File: src/rtl/uart_command_parser_pkg.sv
// rtl/uart_command_parser_pkg.sv - shared UART/parser constants, state encoding and helpers
package uart_command_parser_pkg;

    localparam int CLOCK_FREQUENCY = 10_000_000;
    localparam int BAUD_RATE       = 115_200;
    localparam int CLOCKS_PER_BIT  = CLOCK_FREQUENCY / BAUD_RATE;
    localparam int FRAME_LENGTH    = 2;

    localparam logic [7:0] CMD_READ_TEMP  = 8'h01;
    localparam logic [7:0] CMD_READ_HUMID = 8'h02;
    localparam logic [7:0] CMD_STATUS     = 8'h03;

    typedef enum logic [1:0] {
        ST_IDLE      = 2'd0,
        ST_WAIT_ADDR = 2'd1,
        ST_PENDING   = 2'd2
    } parser_state_e;

    // Guard against a zero-width timer for degenerate timeout values.
    function automatic int timer_width(input int clocks);
        return (clocks > 1) ? $clog2(clocks) : 1;
    endfunction

endpackage

File: src/rtl/uart_command_parser.sv
// rtl/uart_command_parser.sv - assembles 2-byte host requests from UART_RX into a valid/ready stream
module uart_command_parser
    import uart_command_parser_pkg::*;
#(
    parameter int TIMEOUT_CLOCKS = 8680,
    parameter int NUM_SENSORS    = 32
) (
    input  logic       clock,
    input  logic       reset_n,
    input  logic       has_data,
    input  logic [7:0] data_received,
    output logic       command_valid,
    input  logic       command_ready,
    output logic [7:0] command_code,
    output logic [7:0] sensor_address,
    output logic       frame_error,
    output logic       overrun
);

    localparam int              TW         = timer_width(TIMEOUT_CLOCKS);
    localparam logic [TW-1:0]   TIMER_LAST = TW'(TIMEOUT_CLOCKS - 1);

    logic [1:0]    rst_sync_q;
    logic          rst_n_sync;
    parser_state_e state_q, state_d;
    logic [TW-1:0] timer_q, timer_d;
    logic [7:0]    code_q, addr_q;
    logic          frame_error_q, frame_error_d;
    logic          overrun_q, overrun_d;
    logic          latch_code, latch_addr;
    logic          addr_ok, timed_out;

    // Reset asserts immediately but releases two clocks later, on a clock edge.
    always_ff @(posedge clock or negedge reset_n) begin
        if (!reset_n) rst_sync_q <= 2'b00;
        else          rst_sync_q <= {rst_sync_q[0], 1'b1};
    end
    assign rst_n_sync = rst_sync_q[1];

    assign addr_ok   = ({24'd0, data_received} < 32'(NUM_SENSORS));
    assign timed_out = (timer_q == TIMER_LAST);

    always_ff @(posedge clock or negedge rst_n_sync) begin
        if (!rst_n_sync) state_q <= ST_IDLE;
        else             state_q <= state_d;
    end

    always_comb begin
        state_d = state_q;
        case (state_q)
            ST_IDLE: begin
                if (has_data) state_d = ST_WAIT_ADDR;
            end
            ST_WAIT_ADDR: begin
                // A byte arriving on the timeout cycle still counts as the address.
                if (has_data)       state_d = addr_ok ? ST_PENDING : ST_IDLE;
                else if (timed_out) state_d = ST_IDLE;
            end
            ST_PENDING: begin
                if (command_ready) state_d = ST_IDLE;
            end
            default: state_d = ST_IDLE;
        endcase
    end

    always_comb begin
        command_valid = (state_q == ST_PENDING);
        frame_error_d = 1'b0;
        overrun_d     = 1'b0;
        latch_code    = 1'b0;
        latch_addr    = 1'b0;
        timer_d       = '0;
        case (state_q)
            ST_IDLE: latch_code = has_data;
            ST_WAIT_ADDR: begin
                timer_d       = timed_out ? timer_q : timer_q + 1'b1;
                latch_addr    = has_data && addr_ok;
                frame_error_d = has_data ? !addr_ok : timed_out;
            end
            ST_PENDING: overrun_d = has_data;
            default: ;
        endcase
    end

    always_ff @(posedge clock or negedge rst_n_sync) begin
        if (!rst_n_sync) begin
            timer_q       <= '0;
            code_q        <= 8'd0;
            addr_q        <= 8'd0;
            frame_error_q <= 1'b0;
            overrun_q     <= 1'b0;
        end else begin
            timer_q       <= timer_d;
            frame_error_q <= frame_error_d;
            overrun_q     <= overrun_d;
            if (latch_code) code_q <= data_received;
            if (latch_addr) addr_q <= data_received;
        end
    end

    assign command_code   = code_q;
    assign sensor_address = addr_q;
    assign frame_error    = frame_error_q;
    assign overrun        = overrun_q;

endmodule
File: config.mk
export PLATFORM = sky130hd
export DESIGN_NAME = uart_command_parser
export DESIGN_NICKNAME = d
export VERILOG_FILES = /design/src/rtl/uart_command_parser_pkg.sv /design/src/rtl/uart_command_parser.sv
export SDC_FILE = /design/constraint.sdc
export NUM_CORES = 1
export LEC_CHECK = 0
export CAP_MARGIN = 20
export CORE_UTILIZATION = 45
export DETAILED_ROUTE_END_ITERATION = 8
export GPL_ROUTABILITY_DRIVEN = 0
export HOLD_SLACK_MARGIN = 0.08
export PLACE_DENSITY = 0.7
export SYNTH_ARGS = -nofsm -noshare
export SYNTH_HDL_FRONTEND = slang
export SYNTH_SLANG_ARGS = --single-unit
File: constraint.sdc
create_clock -name clock -period 1.2 [get_ports clock]
set_clock_uncertainty 0.05 [all_clocks]
set_input_delay 0.3 -clock clock [delete_from_list [all_inputs] [get_ports clock]]
set_output_delay 0.3 -clock clock [all_outputs]
set_load 0.02 [all_outputs]
==> flow_summary.json <==
{
  "clockBufferDepth": 2,
  "crit_path_top_delay_cell": "or4b_4",
  "setup.worst_path.start_class": "register",
  "grt_pass1_vias": 1414,
  "initial_utilization": 0.487,
  "p_switching_mw": 1.00,
  "first_pass_iters": 4,
  "worstSetupEndpointType": "register",
  "drive_gt1_frac": 0.539,
  "max_cap_violations": 0,
  "clock_latency_ns": 0.34,
  "post-dp-hpwl_um": 2540,
  "die_width_um": 60.4,
  "grt_usage": 0.257,
  "cts_root_buffer": "clkbuf_4",
  "holdWs_ns": 0.182,
  "ys_seq_elements": 36,
  "areaGrowthSynthToFinish_pct": 68.3,
  "synth.yosys.warnings": 0,
  "design.final.nets": 230,
  "grt_overflow": 0,
  "antenna_found_initial": 0,
  "die_height_um": 60.4,
  "drt_wl_total_um": 3970,
  "postPlaceCellArea_um2": 2230,
  "finalNonFillerCells": 261,
  "synth_area_um2": 1540,
  "synth.lib_cells_used.distinct": 32,
  "die_area_um2": 3650,
  "fmaxAchievable_mhz": 555,
  "seqPwrFrac": 0.458,
  "dr_total_vias": 1351,
  "failed_checks": "setup timing",
  "tritoncts": "built",
  "h-tree-depth": 2,
  "fillers": 187,
  "timing.critical_path.fanout_max": 3,
  "power.combinational.fraction": 0.362,
  "number_of_buffers_created_by_cts": 5,
  "dpl_worst_slack_ns": -0.606,
  "floorplan.rows": 20,
  "seq_area_frac_synth": 0.586,
  "finalMaxSlewViolations": 0,
  "iteration_0_drc_count_of_the_detailed_router": 52,
  "crit_path_max_cell_delay_ns": 0.56,
  "report.final.setup_viol": 50,
  "synthCells": 127,
  "synthesis.nets": 140,
  "status": "finished, violations left",
  "global_route_wire_length_before_repair_um": 6670,
  "worst-endpoint-arrival_ns": 2.00,
  "post-route-drc-count": 0,
  "cp_cell_sequence": "or4b_4 -> or4_4 -> a31o_2",
  "leakage_nw": 1.23,
  "final_design_area_no_fill_um2": 2590,
  "switching_share": 0.303,
  "worst_setup_hold_path_clk_slew_ns": 0.10,
  "ys_top_cells_by_area": "dfrtp_1, mux2_2, nand2_1",
  "finalWorstPathRequiredPeriod_ns": 1.80,
  "fp.coreArea_um2": 3150,
  "numPortBuffers": 30,
  "power.share.clock": 0.180,
  "vias_per_cell": 5.18,
  "antenna_cells_inserted": 0,
  "path_class": "reg2reg",
  "crit_required_ns": 1.39,
  "clkSinkCount": 36,
  "pin_count": 31,
  "timing.final.crit_share": 1.50,
  "drt.antenna.violating_nets": 0,
  "worst_hold_path_type": "reg2async",
  "placed_cells_incl_taps": 234,
  "cell_internal_pwr_mw": 2.30,
  "finalHoldViolCount": 0,
  "ir_worst_vdd_mv": 1.05,
  "synthDominantAreaCellType": "dfrtp_1",
  "syn_avg_cell_area_um2": 12.1,
  "grt_start_max_net_pins": 35,
  "power_per_cell_area_nw_per_um2": 1280,
  "final.setup.worst_slack_ns": -0.603,
  "unrepaired_setup_endpoints_after_global_routing": "yes",
  "detail_route.wl_per_cell_um": 15.2,
  "area_share_of_the_largest_cell_type_after_synthesis": 0.586
}
-- flip-flops by register name (all words and copies together), names as in the netlist --
signal	cells
timer_q	14
command_code	8
sensor_address	8
rst_sync_q	2
state_q	2
frame_error	1
overrun	1
-- synthesized netlist by cell type (all sizes together) --
library cell	number
a211oi	1
a21oi	6
a31o	1
a31oi	1
and2	3
buf	1
clkbuf	1
conb	1
dfrtp	36
ha	1
inv	3
mux2	13
mux2i	4
nand2	11
nand2b	5
nand3	4
nand4	4
nor2	2
nor2b	1
nor3	2
nor4	3
nor4b	1
o21a	2
o21ai	5
o31ai	4
or3	4
or4	5
or4b	1
xor2	1
-- per-layer routing --
layer  up-vias  GRT usage  share of wire
met5         -          0              0
met4         0      0.114          0.019
met3         8     0.0682          0.036
met2        31      0.400           0.49
met1       668      0.339           0.46
li1        644          -              -
-- worst paths after layout --
| check | from | end | slack (ns) | cells past startpoint |
|---|---|---|---|---|
| setup / recovery | timer_q[12] | state_q[0] | -0.60 | 3 |
| hold / removal | rst_sync_q[1] | timer_q[1] | 0.18 | 1 |
| setup reg to reg | timer_q[12] | state_q[0] | -0.60 | 3 |
| hold reg to reg | rst_sync_q[1] | timer_q[1] | 0.18 | 1 |
| max in group asynchronous | reset_n | rst_sync_q[0] | 0.39 | 2 |
| min in group clock | rst_sync_q[0] | rst_sync_q[1] | 0.32 | 0 |
-- worst max-delay path: cells and delay by family (launching register included) --
family / cells / cell delay (ns)
compound gates: 1 / 0.25
simple gates: 2 / 1.02
flops: 1 / 0.39
-- layout make-up --
type	count	area (µm²)	area share
sequential	36	901	0.348
multi-input combinational	87	807	0.312
timing repair buffer	84	766	0.296
tap	44	55.1	0.0213
clock buffer	6	41.3	0.0160
inverter	3	11.3	0.00435
clock inverter	1	5.00	0.00194
-- kinds of logic after synthesis --
group           count (synthesis)  share of synthesized area
simple gates                   46                      0.176
flops                          36                      0.586
compound gates                 20                     0.0831
mux                            17                      0.121
buf+inv                         5                     0.0171
fa+ha+maj                       1                    0.00814
other cells                     1                    0.00244
xor+xnor                        1                    0.00570
-- metrics by stage --
step / TNS [ns] / power [mW] / utilization
2_1_floorplan: -5.39 / 1.98 / -
3_3_place_gp: -14.55 / 2.42 / 0.707
3_5_place_dp: -15.95 / 2.45 / 0.707
4_1_cts: -8.87 / 3.23 / 0.789
5_1_grt: -12.24 / 3.48 / 0.820
6_report: -9.61 / 3.31 / 0.820
-- cell usage in the layout (no fill, tap or decap), types with 2 or more instances in the layout --
cell type | netlist | layout
a21oi_1 | 6 | 3
a21oi_2 | 0 | 3
and2_4 | 0 | 2
buf_4 | 0 | 45
buf_6 | 1 | 26
clkbuf_4 | 0 | 5
clkdlybuf4s50_1 | 0 | 7
dfrtp_1 | 36 | 36
dlygate4sd2_1 | 0 | 4
inv_1 | 3 | 2
mux2_4 | 0 | 13
mux2i_1 | 4 | 4
nand2_1 | 11 | 10
nand2_4 | 0 | 2
nand2b_1 | 5 | 4
nand3_1 | 4 | 3
nand4_1 | 4 | 4
nor2_1 | 2 | 2
nor4_2 | 0 | 2
o21a_1 | 2 | 2
o21ai_0 | 5 | 4
o31ai_1 | 4 | 3
or3_1 | 4 | 3
or4_1 | 3 | 2
or4_4 | 1 | 3
-- power by group through the flow --
stage	Sequential (mW)	Combinational (mW)	Clock (mW)
after floorplan	1.68	0.308	0
after detailed placement	1.49	0.956	0
final	1.51	1.20	0.596
after global placement	1.48	0.939	0
after CTS	1.51	1.10	0.616
after global routing	1.53	1.27	0.679
-- timing repair --
item | in CTS | in global routing
hold buffers | 1 | 0
buffers inserted | 11 | 9
endpoints found under the setup margin | 50 | 52
endpoints found under the hold margin | 2 | 0
gates resized for setup | 140 | 12
pin swaps | 6 | 2
cloned | 1 | 0
Note: power is estimated with default switching activity, not from simulation.
